**src/rtl/clint_arbiter.sv**
```systemverilog
// clint_arbiter: round-robin arbiter/sequencer for the single CLINT register port.
// Optional macro CLINT_ARB_LOCK_EN: lock owner keeps the grant across accesses.
module clint_arbiter #(
  parameter int XLEN = 32,
  parameter int AW   = 3
) (
  input  logic            clk_i,
  input  logic            rst_i,
  input  logic            m0_req_i,
  input  logic            m0_we_i,
  input  logic [AW-1:0]   m0_addr_i,
  input  logic [XLEN-1:0] m0_data_i,
  input  logic            m0_lock_i,
  output logic [XLEN-1:0] m0_data_o,
  output logic            m0_ready_o,
  input  logic            m1_req_i,
  input  logic            m1_we_i,
  input  logic [AW-1:0]   m1_addr_i,
  input  logic [XLEN-1:0] m1_data_i,
  input  logic            m1_lock_i,
  output logic [XLEN-1:0] m1_data_o,
  output logic            m1_ready_o,
  output logic            clint_en_o,
  output logic            clint_we_o,
  output logic [AW-1:0]   clint_addr_o,
  output logic [XLEN-1:0] clint_data_o,
  input  logic [XLEN-1:0] clint_data_i,
  input  logic            clint_ready_i,
  output logic            busy_o
);

  typedef enum logic [1:0] {
    S_IDLE,
    S_ISSUE,
    S_WAIT
  } state_e;

  state_e          state_q;
  logic            grant_q;
  logic            last_grant_q;
  logic            en_q;
  logic            we_q;
  logic [AW-1:0]   addr_q;
  logic [XLEN-1:0] data_q;

  logic            arb_req_d;
  logic            arb_gnt_d;
  logic            sel_we_d;
  logic [AW-1:0]   sel_addr_d;
  logic [XLEN-1:0] sel_data_d;
  logic            done_d;

  assign done_d = (state_q == S_WAIT) & clint_ready_i;

`ifdef CLINT_ARB_LOCK_EN
  logic own_v_q;
  logic own_id_q;
  logic own_lock_d;
  logic done_lock_d;

  assign own_lock_d  = own_id_q ? m1_lock_i : m0_lock_i;
  assign done_lock_d = grant_q ? m1_lock_i : m0_lock_i;

  // Lock owner: set by a locked completion, dropped when seen unlocked in IDLE.
  always_ff @(posedge clk_i) begin
    if (!rst_i) begin
      own_v_q  <= 1'b0;
      own_id_q <= 1'b0;
    end else if (done_d) begin
      own_v_q  <= done_lock_d;
      own_id_q <= grant_q;
    end else if (state_q == S_IDLE && own_v_q && !own_lock_d) begin
      own_v_q  <= 1'b0;
    end
  end
`else
  logic unused_lock;
  assign unused_lock = m0_lock_i ^ m1_lock_i;
`endif

  // Arbitration: single requester wins, tie goes away from the last grant.
  always_comb begin
    arb_req_d = m0_req_i | m1_req_i;
    arb_gnt_d = (m0_req_i & m1_req_i) ? ~last_grant_q : m1_req_i;
`ifdef CLINT_ARB_LOCK_EN
    if (own_v_q) begin
      arb_req_d = own_id_q ? m1_req_i : m0_req_i;
      arb_gnt_d = own_id_q;
    end
`endif
    sel_we_d   = arb_gnt_d ? m1_we_i   : m0_we_i;
    sel_addr_d = arb_gnt_d ? m1_addr_i : m0_addr_i;
    sel_data_d = arb_gnt_d ? m1_data_i : m0_data_i;
  end

  // Access sequencer: IDLE grants and latches, ISSUE strobes, WAIT completes.
  always_ff @(posedge clk_i) begin
    if (!rst_i) begin
      state_q      <= S_IDLE;
      grant_q      <= 1'b0;
      last_grant_q <= 1'b1;
      en_q         <= 1'b0;
      we_q         <= 1'b0;
      addr_q       <= '0;
      data_q       <= '0;
    end else begin
      unique case (state_q)
        S_IDLE: begin
          if (arb_req_d) begin
            grant_q <= arb_gnt_d;
            en_q    <= 1'b1;
            we_q    <= sel_we_d;
            addr_q  <= sel_addr_d;
            data_q  <= sel_data_d;
            state_q <= S_ISSUE;
          end
        end
        S_ISSUE: begin
          en_q    <= 1'b0;
          we_q    <= 1'b0;
          state_q <= S_WAIT;
        end
        S_WAIT: begin
          if (clint_ready_i) begin
            last_grant_q <= grant_q;
            state_q      <= S_IDLE;
          end
        end
        default: state_q <= S_IDLE;
      endcase
    end
  end

  assign clint_en_o   = en_q;
  assign clint_we_o   = we_q;
  assign clint_addr_o = addr_q;
  assign clint_data_o = data_q;
  assign busy_o       = (state_q != S_IDLE);

  assign m0_ready_o = done_d & ~grant_q;
  assign m1_ready_o = done_d & grant_q;
  assign m0_data_o  = clint_data_i;
  assign m1_data_o  = clint_data_i;

endmodule

```
**config.mk**
```make
export PLATFORM = sky130hd
export DESIGN_NAME = clint_arbiter
export DESIGN_NICKNAME = d
export VERILOG_FILES = /design/src/rtl/clint_arbiter.sv
export SDC_FILE = /design/constraint.sdc
export NUM_CORES = 1
export LEC_CHECK = 0
export CAP_MARGIN = 40
export CORE_MARGIN = 8
export CORE_UTILIZATION = 35
export DETAILED_ROUTE_END_ITERATION = 12
export GPL_ROUTABILITY_DRIVEN = 0
export HOLD_SLACK_MARGIN = 0.15
export PLACE_DENSITY = 0.84
export REMOVE_ABC_BUFFERS = 1
export SETUP_SLACK_MARGIN = 0.15
export SYNTH_ARGS = -nofsm -noshare
export SYNTH_HDL_FRONTEND = slang
export SYNTH_SLANG_ARGS = --single-unit
```
**constraint.sdc**
```tcl
create_clock -name clk_i -period 2.8 [get_ports clk_i]
set_input_delay 0.28 -clock clk_i [delete_from_list [all_inputs] [get_ports clk_i]]
set_output_delay 0.28 -clock clk_i [all_outputs]
set_load 0.05 [all_outputs]
```
Word-level counts from Yosys, hierarchy flattened
Index checks and enable logic that the tools add are counted.
Storage, ports and cells
  output and inout port bits: 104
  bits of input ports: 111
  word-level logic and storage cells: 36
  flip-flop bits (word level): 41
Operators by class
  reduce and logical (&&, ||, !) cells: 7
  eq/ne operators: 4
  multiplexer cells: 11
  bitwise operators: 7
Operators by type and width (count)
  2-to-1 mux 32 bit: 1
  AND reduction 2 bit: 4
  one-hot mux 2 bit (3 select lines): 1
  bitwise AND 1 bit: 4
  2-to-1 mux 1 bit: 4
  2-to-1 mux 2 bit: 2
  != test 2 bit (second input constant): 2
  one-hot mux 1 bit (2 select lines): 2
  nonzero test 2 bit: 2
  2-to-1 mux 3 bit: 1
  equality test 2 x 1 -> 1 bit (second input constant): 1
  equality test 2 bit (second input constant): 1
  logical NOT 2 bit: 1
  inverter 1 bit: 2
  bitwise OR 1 bit: 1

Depth between registers and ports, before layout
  depth after elaboration: 5
  depth in mapped cells: 6
  depth with buffers taken out: 3

Worst setup path before layout
OpenSTA, ideal clock, no wires.
  path kind: register -> output
  start point: register state_q[0]
  end point: output m1_ready_o
  path buffers: 0
  required time: 2.520 ns
  arrival time: 1.176 ns
  path slack: 1.344 ns
  cell stages (with the launch flop): 3
  cell sequence: dfxtp_1 -> nand3b_1 -> nor2_1
On the way
  word-level cells in the longest chain between the ends: 3
Ends and longest elaborated chain
  from (decl): line 38  | state_e state_q;
  from (signal assigned): line 99  | state_q <= S_IDLE;
  from (signal assigned): line 115  | state_q <= S_ISSUE;
  from (signal assigned): line 121  | state_q <= S_WAIT;
  equality test 2 bit: line 53  | assign done_d = (state_q == S_WAIT) & clint_ready_i;
  bitwise AND 1 bit: line 53
  bitwise AND 1 bit: line 141  | assign m1_ready_o = done_d & grant_q;
  to (decl): line 22  | output logic m1_ready_o,
Every way passes these cells.

Final worst setup path
  start point: input clint_ready_i
  end point: output m1_ready_o
On the way
  word-level cells in the longest chain between the ends: 2
Ends and longest elaborated chain
  from (decl): line 28  | input logic clint_ready_i,
  bitwise AND 1 bit: line 53
  bitwise AND 1 bit: line 141
Every way passes these cells.

==> summary.md <==
| Metric | Value |
|---|---|
| Ratio of cells with drive above 1 in the final layout | between 10% and 20% |
| Clock network fraction of total power | a little over a fifth |
| Distinct cell type count after synthesis | 22 |
| Port Buffers | roughly 120 |
| Switching power as a share of total power | 37.64% |
| Area of the die | around 10,000 um^2 |
| Antenna violations before repair | 0 |
| Timing-limited maximum frequency | between 0.4 and 0.5 GHz |
| Post-Synthesis Cell Area | approximately 2500 um^2 |
| Net switching power figure | 0.7076 mW |
| Drt total wl | roughly 9900 um |
| Number of placement rows | 31 |
| Routed len/inst | between 20 and 25 um |
| Sequential area share after synthesis | 32.57% |
| Width of the die | between 100 and 150 um |
| Critical Path Fanout Max | 3 |
| Req. time, crit path | 2.52 ns |
| Worst-margin pin slew | roughly 0.78 ns |
| Number of violations reported at the end of detailed-routing iteration 0 | between 70 and 80 |
| RSZ-0062 raised after global routing | no |
| Nets | around 450 |
| WHS | a little over 0.5 ns |
| Slowest cell on the critical path | sky130_fd_sc_hd__clkdlybuf4s50_1 |
| I/O Pins | between 200 and 250 |
| Wire length of the first global-routing pass | 14,190 um |
| PwrDens | around 560 nW/um^2 |
| Reg power frac | a little under two fifths |
| Most Frequent Cell on Critical Path | sky130_fd_sc_hd__clkdlybuf4s50_1 |
| Startpoint of the worst hold path | clint_en_o |
| Final Core Density | 47.45% |
| Worst path arrival time | approximately 1.9 ns |
| Synthesized flop and latch total | between 40 and 50 |
| Met3 wire length | approximately 1700 um |
| Area growth from synthesis to layout | 33.66% |
| M1 wire length | 4012 um |
| Synth top area cells | sky130_fd_sc_hd__dfxtp_1 (33%), sky130_fd_sc_hd__buf_4 (20%), sky130_fd_sc_hd__a311oi_2 (18%), sky130_fd_sc_hd__nand2_1 (11%), sky130_fd_sc_hd__a21oi_1 (7.3%) |
| Number of H-tree levels | 2 |
| Number of vias after detailed routing | ~2,300 |
| Clock network latency to the later pin of the worst-skew pair | 0.28 ns |
| Starting utilization of the core area | between 30% and 40% |
| Max capacitance violation total | 0 |
| Cells after Synth | between 200 and 300 |
| Clock-pin slew reported for the worst setup and hold paths after clock tree synthesis | around 0.08 ns |
| Remaining antenna violation count after routing | 0 |
| Vert. Die Dim | between 100 and 150 um |
| CTS Hold Bufs | 0 |
| Final-report hold violation count | 0 |
| Setup tns final | 0 ns |
| Post-placement setup slack | between 0.6 and 0.7 ns |
| Final-report max-slew violation count | 0 |
| Largest net degree at the start of global routing | 40 |
| Leading cell types by count after synthesis | sky130_fd_sc_hd__nand2_1 (73), sky130_fd_sc_hd__buf_4 (67), sky130_fd_sc_hd__dfxtp_1 (41), sky130_fd_sc_hd__a21oi_1 (37), sky130_fd_sc_hd__a311oi_2 (30) |
| Start point of the critical path | clint_ready_i |
| Ordered cell list for the critical path | clkdlybuf4s50_1 > nand3b_1 > nor2_1 > clkdlybuf4s50_1 |
| Crit path buf inv count | 2 |
| Crit-path leading delay family | buffers and inverters |
| Deepest clock path buffer count | 2 |
| Number of design rule violations left after detail routing | 0 |
| Cell taking the most area after synthesis | sky130_fd_sc_hd__dfxtp_1 |
| Share of the synthesized area in the top cell type | approximately 33% |
| Average size of a mapped cell | between 8 and 9 um^2 |
| Count of TritonRoute iterations in the first routing pass | 6 |
| Postcts setup bufs | 0 |
| Relative slew slack | around half |
| Final setup margin | between 0.6 and 0.7 ns |
| Detail-routed via count per cell | approximately 5.2 |
| Vias in the first global route | between 2,000 and 2,500 |
| Main synth FF type | sky130_fd_sc_hd__dfxtp_1 |
| Clock skew | around 0.0059 ns |
| Largest stage delay, worst path | a little over 0.8 ns |
| Resize count post-CTS | 0 |
| Result of the run | completed |
| Final min period | ~2.1 ns |
| Total leakage power | 1.210 nW |
| Clock tree from TritonCTS | yes |
| Kind of launch point of the worst setup path | input pin |
| Startpoint of the most critical register-to-register path | state_q[1] |
| IR Drop Worst-Case VDD | 0.1922 mV |
| Number of warnings issued by yosys | 0 |
| Overall global routing resource usage | a little under a fifth |
| Number of enable-type register cells in the synthesized netlist | 0 |
| Number of antenna repair diodes | 0 |
| Root Buffer | sky130_fd_sc_hd__clkbuf_8 |
| Part of the total power dissipated in combinational logic | 42.3% |
| Inserted Clock Buffers | 5 |
| Share of the clock period used by the worst path | between 70% and 80% |
| Type of the setup path with the least slack | input pin to output pin |
| Critical path endpoint category | output pin |
| Fraction of synthesis flops using an asynchronous set or reset pin | 0% |
| Global-route congestion overflow total | 0 |
| Type of the worst min-delay path | flip-flop to flip-flop |
| Core box area | between 7000 and 8000 um^2 |
| Number of sinks on the clock net | 41 |
| Total length of routed met2 wires | around 4000 um |
| Highest metal layer with signal wires | met5 |
| Setup-failing EPs final | 0 |
| Internal power component | between 1 and 1.5 mW |
| Most frequent cell after synthesis | sky130_fd_sc_hd__nand2_1 |
| Final HPWL DP | 7924 um |
[cell usage in the layout, fill, tap and decap left out]
| master | count |
|---|---|
| sky130_fd_sc_hd__nor2_1 | 3 |
| sky130_fd_sc_hd__buf_4 | 4 |
| sky130_fd_sc_hd__a21bo_2 | 1 |
| sky130_fd_sc_hd__or2_1 | 1 |
| sky130_fd_sc_hd__a311oi_2 | 30 |
| sky130_fd_sc_hd__a22oi_1 | 2 |
| sky130_fd_sc_hd__nor2_4 | 1 |
| sky130_fd_sc_hd__a211o_1 | 1 |
| sky130_fd_sc_hd__dfxtp_1 | 41 |
| sky130_fd_sc_hd__buf_12 | 1 |
| sky130_fd_sc_hd__and3_1 | 1 |
| sky130_fd_sc_hd__clkbuf_8 | 6 |
| sky130_fd_sc_hd__nand2_1 | 73 |
| sky130_fd_sc_hd__inv_2 | 1 |
| sky130_fd_sc_hd__or3b_2 | 1 |
| sky130_fd_sc_hd__a311oi_1 | 6 |
| sky130_fd_sc_hd__a21oi_1 | 37 |
| sky130_fd_sc_hd__a21boi_4 | 1 |
| sky130_fd_sc_hd__inv_1 | 2 |
| sky130_fd_sc_hd__clkdlybuf4s50_1 | 116 |
| sky130_fd_sc_hd__nand2b_1 | 1 |
| sky130_fd_sc_hd__a21o_1 | 1 |
| sky130_fd_sc_hd__clkbuf_1 | 1 |
| sky130_fd_sc_hd__buf_16 | 1 |
| sky130_fd_sc_hd__and2_2 | 1 |
| sky130_fd_sc_hd__nand3b_1 | 1 |
[stage by stage]
stage,total power [mW],cell area [um^2],std cells
2_1_floorplan,1.172,1903,206
3_3_place_gp,1.474,3234,425
3_5_place_dp,1.505,3282,427
4_1_cts,1.903,3368,434
5_1_grt,1.970,3368,434
6_report,1.880,3368,434
[flip-flops by register name (all words and copies together), names as in the netlist]
| register | flops |
|---|---|
| last_grant_q | 1 |
| clint_we_o | 1 |
| clint_en_o | 1 |
| clint_data_o | 32 |
| grant_q | 1 |
| clint_addr_o | 3 |
| state_q | 2 |
[worst register-to-register path: stages (launching register included)]
cell and delay, ns:
sky130_fd_sc_hd__dfxtp_1 0.36, sky130_fd_sc_hd__nor2_4 0.12, sky130_fd_sc_hd__buf_4 0.26, sky130_fd_sc_hd__and2_2 0.59, sky130_fd_sc_hd__buf_16 0.24, sky130_fd_sc_hd__a311oi_2 0.12
[power groups by stage]
stage / clock network, mW / logic, mW / registers (mW)
6_report: 0.392 / 0.795 / 0.693
3_3_place_gp: 0 / 0.772 / 0.701
5_1_grt: 0.431 / 0.837 / 0.702
3_5_place_dp: 0 / 0.799 / 0.705
2_1_floorplan: 0 / 0.241 / 0.931
4_1_cts: 0.410 / 0.800 / 0.693
[worst paths after layout]
path / slack [ns] / endpoint / depth (start not counted)
worst max-delay path: 0.66 / m1_ready_o / 4
worst min-delay path: 0.50 / clint_en_o / 2
worst max register to register: 0.98 / clint_data_o[25] / 5
worst min register to register: 0.50 / clint_en_o / 2
[routing by layer]
layer  vias to the layer above  global-route usage, %
met5                         -                  7.104
met3                        12                  14.23
met2                       176                  26.18
met1                      1048                  21.43
li1                       1031                      -
met4                         2                  3.605
[cell type report]
class | instances | area (um^2)
Fill cell | 669 | 3730
Timing Repair Buffer | 122 | 1239
Multi-Input combinational cell | 162 | 1087
Sequential cell | 41 | 820.8
Tap cell | 99 | 123.9
Clock buffer | 7 | 86.33
Inverter | 3 | 11.26
[cell families (layout without fill, tap and decap cells)]
kind of cell           after synthesis  count (layout)  synth area share [%]
AO/OA/AOI/OAI                       79              79                 29.39
flip-flops                          41              41                 32.57
buffers and inverters               91             132                 24.93
AND/OR/NAND/NOR                     83              83                 13.11
Power figures use the tool's default switching activity.
